[src/rtl/mem_port_arbiter_pkg.sv]
// Shared encodings for the unified-memory port arbiter.
// Latency: n/a (types and constants only).
// Backpressure: n/a.
package mem_port_arbiter_pkg;

    localparam int WORD_W = 32;
    localparam logic [3:0] FETCH_BE = 4'hF;

    typedef logic [WORD_W-1:0] word_t;

    typedef enum logic [1:0] {
        IDLE  = 2'b00,
        ISSUE = 2'b01,
        RESP  = 2'b10
    } arb_state_t;

    typedef enum logic {
        OWN_I = 1'b0,
        OWN_D = 1'b1
    } owner_t;

    // One memory command as presented on the Mem* outputs.
    typedef struct packed {
        logic       write;
        word_t      addr;
        word_t      wdata;
        logic [3:0] be;
    } mem_cmd_t;

endpackage

[src/rtl/arb_starve_counter.sv]
// Saturating count of data grants made while a fetch is waiting.
// Latency: count updates on the clock after inc/clr; at_limit is combinational from the count.
// Backpressure: none; clr wins over inc.
module arb_starve_counter #(
    parameter int unsigned LIMIT = 4
) (
    input  logic clk,
    input  logic rst_n,
    input  logic inc,
    input  logic clr,
    output logic at_limit
);

    localparam logic [3:0] LIM = 4'(LIMIT);

    logic [3:0] count;

    always_ff @(posedge clk or negedge rst_n) begin
        if (!rst_n) begin
            count <= '0;
        end else if (clr) begin
            count <= '0;
        end else if (inc && !at_limit) begin
            count <= count + 4'd1;
        end
    end

    assign at_limit = (count == LIM);

endmodule

[src/rtl/mem_port_arbiter.sv]
// Arbitrates fetch and data requesters onto one single-ported memory, data first with a starvation guard.
// Latency: Mem* registered one cycle after grant; Valid pulses one cycle after MemReady (2 cycles min from grant).
// Backpressure: requesters hold their level requests; stalls are Req & ~Valid; memory stalls via MemReady.
module mem_port_arbiter
    import mem_port_arbiter_pkg::*;
#(
    parameter int unsigned StarveLimit = 4
) (
    input  logic        clk,
    input  logic        reset,

    input  logic        IReq,
    input  logic [31:0] IAddr,
    input  logic        IFlush,
    output logic [31:0] IData,
    output logic        IValid,
    output logic        IStall,

    input  logic        DReq,
    input  logic        DWrite,
    input  logic [31:0] DAddr,
    input  logic [31:0] DWData,
    input  logic [3:0]  DByteEn,
    output logic [31:0] DRData,
    output logic        DValid,
    output logic        DStall,

    output logic        MemReq,
    output logic        MemWrite,
    output logic [31:0] MemAddr,
    output logic [31:0] MemWData,
    output logic [3:0]  MemByteEn,
    input  logic [31:0] MemRData,
    input  logic        MemReady
);

    arb_state_t state;
    owner_t     owner;
    mem_cmd_t   cmd_q;
    mem_cmd_t   grant_cmd;
    logic       drop;
    logic       ivalid_q;
    logic       at_limit;
    logic       grant_i;
    logic       grant_d;

    assign grant_i = (state == IDLE) && IReq && (!DReq || at_limit);
    assign grant_d = (state == IDLE) && DReq && !grant_i;

    arb_starve_counter #(
        .LIMIT (StarveLimit)
    ) u_starve (
        .clk      (clk),
        .rst_n    (reset),
        .inc      (grant_d && IReq),
        .clr      (grant_i),
        .at_limit (at_limit)
    );

    always_comb begin
        grant_cmd = '0;
        if (grant_i) begin
            grant_cmd.write = 1'b0;
            grant_cmd.addr  = IAddr;
            grant_cmd.wdata = '0;
            grant_cmd.be    = FETCH_BE;
        end else begin
            grant_cmd.write = DWrite;
            grant_cmd.addr  = DAddr;
            grant_cmd.wdata = DWData;
            grant_cmd.be    = DByteEn;
        end
    end

    always_ff @(posedge clk or negedge reset) begin
        if (!reset) begin
            state    <= IDLE;
            owner    <= OWN_I;
            cmd_q    <= '0;
            MemReq   <= 1'b0;
            drop     <= 1'b0;
            ivalid_q <= 1'b0;
            DValid   <= 1'b0;
            IData    <= '0;
            DRData   <= '0;
        end else begin
            case (state)
                IDLE: begin
                    ivalid_q <= 1'b0;
                    DValid   <= 1'b0;
                    if (grant_i || grant_d) begin
                        owner  <= grant_i ? OWN_I : OWN_D;
                        cmd_q  <= grant_cmd;
                        MemReq <= 1'b1;
                        state  <= ISSUE;
                    end
                end
                ISSUE: begin
                    // A redirect during a fetch still lets the access finish; only its response is discarded.
                    if ((owner == OWN_I) && IFlush) begin
                        drop <= 1'b1;
                    end
                    if (MemReady) begin
                        MemReq <= 1'b0;
                        state  <= RESP;
                        if (owner == OWN_I) begin
                            IData    <= MemRData;
                            ivalid_q <= !(drop || IFlush);
                        end else begin
                            if (!cmd_q.write) begin
                                DRData <= MemRData;
                            end
                            DValid <= 1'b1;
                        end
                    end
                end
                RESP: begin
                    ivalid_q <= 1'b0;
                    DValid   <= 1'b0;
                    drop     <= 1'b0;
                    state    <= IDLE;
                end
                default: begin
                    state <= IDLE;
                end
            endcase
        end
    end

    assign MemWrite  = cmd_q.write;
    assign MemAddr   = cmd_q.addr;
    assign MemWData  = cmd_q.wdata;
    assign MemByteEn = cmd_q.be;

    // A flush arriving in the response cycle itself still kills the pulse.
    assign IValid = ivalid_q && !IFlush;
    assign IStall = IReq && !IValid;
    assign DStall = DReq && !DValid;

endmodule

[config.mk]
export PLATFORM = sky130hd
export DESIGN_NAME = mem_port_arbiter
export DESIGN_NICKNAME = d
export VERILOG_FILES = /design/src/rtl/mem_port_arbiter_pkg.sv /design/src/rtl/arb_starve_counter.sv /design/src/rtl/mem_port_arbiter.sv
export SDC_FILE = /design/constraint.sdc
export NUM_CORES = 1
export LEC_CHECK = 0
export ABC_AREA = 0
export CAP_MARGIN = 15
export CORE_MARGIN = 5
export CORE_UTILIZATION = 40
export DETAILED_ROUTE_END_ITERATION = 10
export PLACE_DENSITY_LB_ADDON = 0.12
export SLEW_MARGIN = 5
export SYNTH_ARGS = -nofsm -noshare
export SYNTH_HDL_FRONTEND = slang
export SYNTH_SLANG_ARGS = --single-unit
export TNS_END_PERCENT = 5
[constraint.sdc]
create_clock -name clk -period 2.4 [get_ports clk]
set_clock_uncertainty 0.2 [all_clocks]
set_input_delay 0.48 -clock clk [delete_from_list [all_inputs] [get_ports clk]]
set_output_delay 0.48 -clock clk [all_outputs]
set_load 0.005 [all_outputs]
==> impl_summary.md <==
Run status
The flow ran to the end, and the final reports show no timing, DRC or antenna violations.

GRT
Global routing consumed, over all layers together, 19.2% of the routing resources. The leftover overflow at the end of global routing is 0. The global-route wire length before repair is 27.0 mm. The initial antenna violation count came to 0. The number of global-route vias before repair is 5021. Entering global routing, the biggest net connects 42 pins.

Logic synthesis
The per-instance average area after synthesis is 13.3 um^2. The number of distinct standard cells referenced by the synthesized netlist is 32. In this run the cell area of the synthesized design comes to 6100 um^2. The most used flip-flop cell after synthesis is sky130_fd_sc_hd__dfrtp_1. After synthesis the netlist holds a flip-flop and latch count of 144. The async set-or-reset flop fraction in the synthesized netlist is 100%. The sequential share of the synthesized area is 59.1%. The commonest cells after synthesis are sky130_fd_sc_hd__dfrtp_1, sky130_fd_sc_hd__mux2_2, sky130_fd_sc_hd__nand2_1, sky130_fd_sc_hd__a21oi_1, sky130_fd_sc_hd__mux2_4. Summed over all instances, the cell type with the most area after synthesis is sky130_fd_sc_hd__dfrtp_1.

The cell with the most instances after synthesis is sky130_fd_sc_hd__dfrtp_1. The number of synthesis warnings is 0. The number of nets in the synthesized netlist is 601.

Yosys mapped a number of flops with a built-in enable equal to 0. Ranked by total cell area, the synthesized netlist is headed by sky130_fd_sc_hd__dfrtp_1, sky130_fd_sc_hd__mux2_2, sky130_fd_sc_hd__mux2_4. Synthesis produced 460 cells. The proportion of netlist area held by the largest area contributor is 59.1%.

Setup path
For the worst setup path, the data arrival time is 1620 ps. The type of destination of the critical path is an output pin. STA puts the critical path data required time at 1720 ps. The register-to-register setup slack is 290 ps.

STA classifies the critical path startpoint as an input pin. The top fanout value on the critical path is 2. By startpoint and endpoint, the worst setup path is classified as in2out.

Detailed routing
Before antenna repair, the detailed router went through 4 iterations. The number of vias per cell is 4.87. The via total after detailed routing is 4641. The wire length reported by the detailed router is 17.0 mm. The count of antenna-violating nets left after detailed routing is 0. The detailed router's first-iteration violation count is 201. Dividing the detail-routed wire length by the instance count gives 17.8 um.

The DRC violations left is 0.

Timing
Derived from the worst setup path, the maximum achievable clock frequency is 434 MHz. The transition time at the pin with the least slew margin is 401 ps. The routed design could run at a clock period as short as 2300 ps. Setup repair after global routing left no endpoint under its margin. The number of pins with negative max-slew slack in the final report is 0. The share of the clock period used by the worst path after layout is 96.0%. Setup slack closes at 96.2 ps. The number of endpoints with negative hold slack in the final report is 0.

The worst pin sits at a relative slew slack of 73.3%. The setup violation total in the final timing report is 0.

Clock network
The tree built by TritonCTS fans out to 144 sinks. The clock passes through at most 2 buffers. The number of post-CTS setup repair buffers is 0. The clock root buffer is sky130_fd_sc_hd__clkbuf_16. In this run the number of H-tree levels came out at 4. The clock latency reported for the late side of the worst-skew pair is 420 ps.

The total CTS buffers is 17. The CTS tree is yes. The clock-pin slew of the registers on the worst-case setup and hold paths is 60 ps.

Finish
Fill cells in the final layout number 1173. 0 antenna diodes ended up in the layout. Cells fill 65.2% of the core in the end. After the last flow step, the layout net total stands at 893. From synthesis to final layout, the design area changed by 61.4%. The share of post-route cells with drive strength above 1 is 24.3%.

Power
The analysis attributes to cell leakage a power of 4.22 nW. The worst-case IR drop observed on VDD is 0.536 mV. The ratio of total power to cell area is 1220 nW/um^2.

Place
The worst setup slack after placement is -190 ps. The congestion estimate from routability-driven global placement came to 0.785. The HPWL after detailed placement is 12.7 mm.

Port buffering added 276 buffers.

Run
The tool flagged a number of max-cap violations equal to 0.

Die
The number of rows in the core area is 45. The number of primary I/O pins is 277. The floorplan step defined a die boundary enclosing 17800 um^2. From left edge to right edge, the die measures 133 um. In this run the vertical extent of the chip is 133 um. After floorplanning, the core was sized to cover 15100 um^2. Once the floorplan was initialized, standard cells occupied 40.4% of the core.

Min path
The tightest min-delay check is of the reg2reg type.
[sequential cells by signal, summed over array words and instances, names as in the netlist]
name	flops
MemAddr	32
MemByteEn	4
MemWData	32
drop	1
IData	32
owner	1
MemWrite	1
DRData	32
ivalid_q	1
DValid	1
u_starve.count	4
MemReq	1
state	2
[per-stage QoR]
step / cells / hold slack [ps] / area, um^2 / power, mW / setup TNS, ps
finish: 953 / 303 / 9840 / 12.0 / 0
global route: 953 / 318 / 9840 / 12.8 / 0
floorplan: 460 / -15.6 / 6100 / 6.15 / 0
CTS: 953 / 307 / 9840 / 12.2 / 0
detailed placement: 920 / 222 / 9180 / 9.26 / -4600
global placement: 920 / 214 / 9180 / 9.09 / -3510
[layout by cell type (no fill, tap or decap), types with 5 or more instances in the layout]
| master | netlist | layout |
|---|---|---|
| sky130_fd_sc_hd__nand3_1 | 6 | 6 |
| sky130_fd_sc_hd__buf_12 | 2 | 7 |
| sky130_fd_sc_hd__dfrtp_1 | 144 | 144 |
| sky130_fd_sc_hd__clkbuf_16 | 0 | 17 |
| sky130_fd_sc_hd__bufinv_16 | 0 | 5 |
| sky130_fd_sc_hd__buf_4 | 0 | 17 |
| sky130_fd_sc_hd__clkdlybuf4s50_1 | 0 | 272 |
| sky130_fd_sc_hd__mux2_4 | 25 | 25 |
| sky130_fd_sc_hd__nand2_1 | 77 | 77 |
| sky130_fd_sc_hd__inv_1 | 7 | 7 |
| sky130_fd_sc_hd__mux2_2 | 99 | 99 |
| sky130_fd_sc_hd__a21oi_1 | 36 | 36 |
[routing by layer]
layer | wire [um] | global-route usage (%)
met4 | 350 | 7.09
met2 | 8640 | 32.8
met5 | 0 | 0
met1 | 6590 | 22.4
met3 | 1400 | 6.80
[critical path: stages]
cell	delay, ps
sky130_fd_sc_hd__clkdlybuf4s50_1	440
sky130_fd_sc_hd__nor2b_1	160
sky130_fd_sc_hd__clkdlybuf4s50_1	540
[area by class of cell]
cell class                      count  area [um^2]  share of cell area, %
Sequential cell                   144         3600                   36.6
Timing Repair Buffer              301         3040                   30.9
Multi-Input combinational cell    281         2280                   23.2
Clock buffer                       19          443                   4.50
Tap cell                          188          235                   2.39
Clock inverter                     13          208                   2.11
Inverter                            7         26.3                  0.267
[report_power, final]
part / total (mW) / internal (mW) / switching (mW)
registers: 4.22 / 3.58 / 0.635
logic: 4.93 / 3.37 / 1.56
clock network: 2.90 / 1.87 / 1.02
total: 12.0 / 8.83 / 3.22
[logic make-up (layout without fill, tap and decap cells)]
kind of cell,count (synthesis),after routing,share of synthesized area (%)
flip-flops,144,144,59.1
multiplexers,128,128,25.2
AND/OR/NAND/NOR,101,101,7.04
AO/OA/AOI/OAI,50,50,4.52
buffers and inverters,35,340,3.74
adder cells (fa/ha/maj),2,2,0.410
[worst paths after layout]
kind | start | to | depth (start not counted)
hold / removal | DRData[26] | DRData[26] | 1
min in group asynchronous | reset | DRData[10] | 2
max in group asynchronous | reset | DRData[31] | 3
hold reg to reg | DRData[26] | DRData[26] | 1
setup / recovery | IFlush | IValid | 3
setup reg to reg | state[1] | MemAddr[3] | 4
[what timing repair did]
action	CTS	global route
gates resized for setup	2	1
endpoints found under the hold margin	37	0
endpoints found under the setup margin	2	1
hold buffers	1	0
Note: power is estimated with default switching activity, not from simulation.
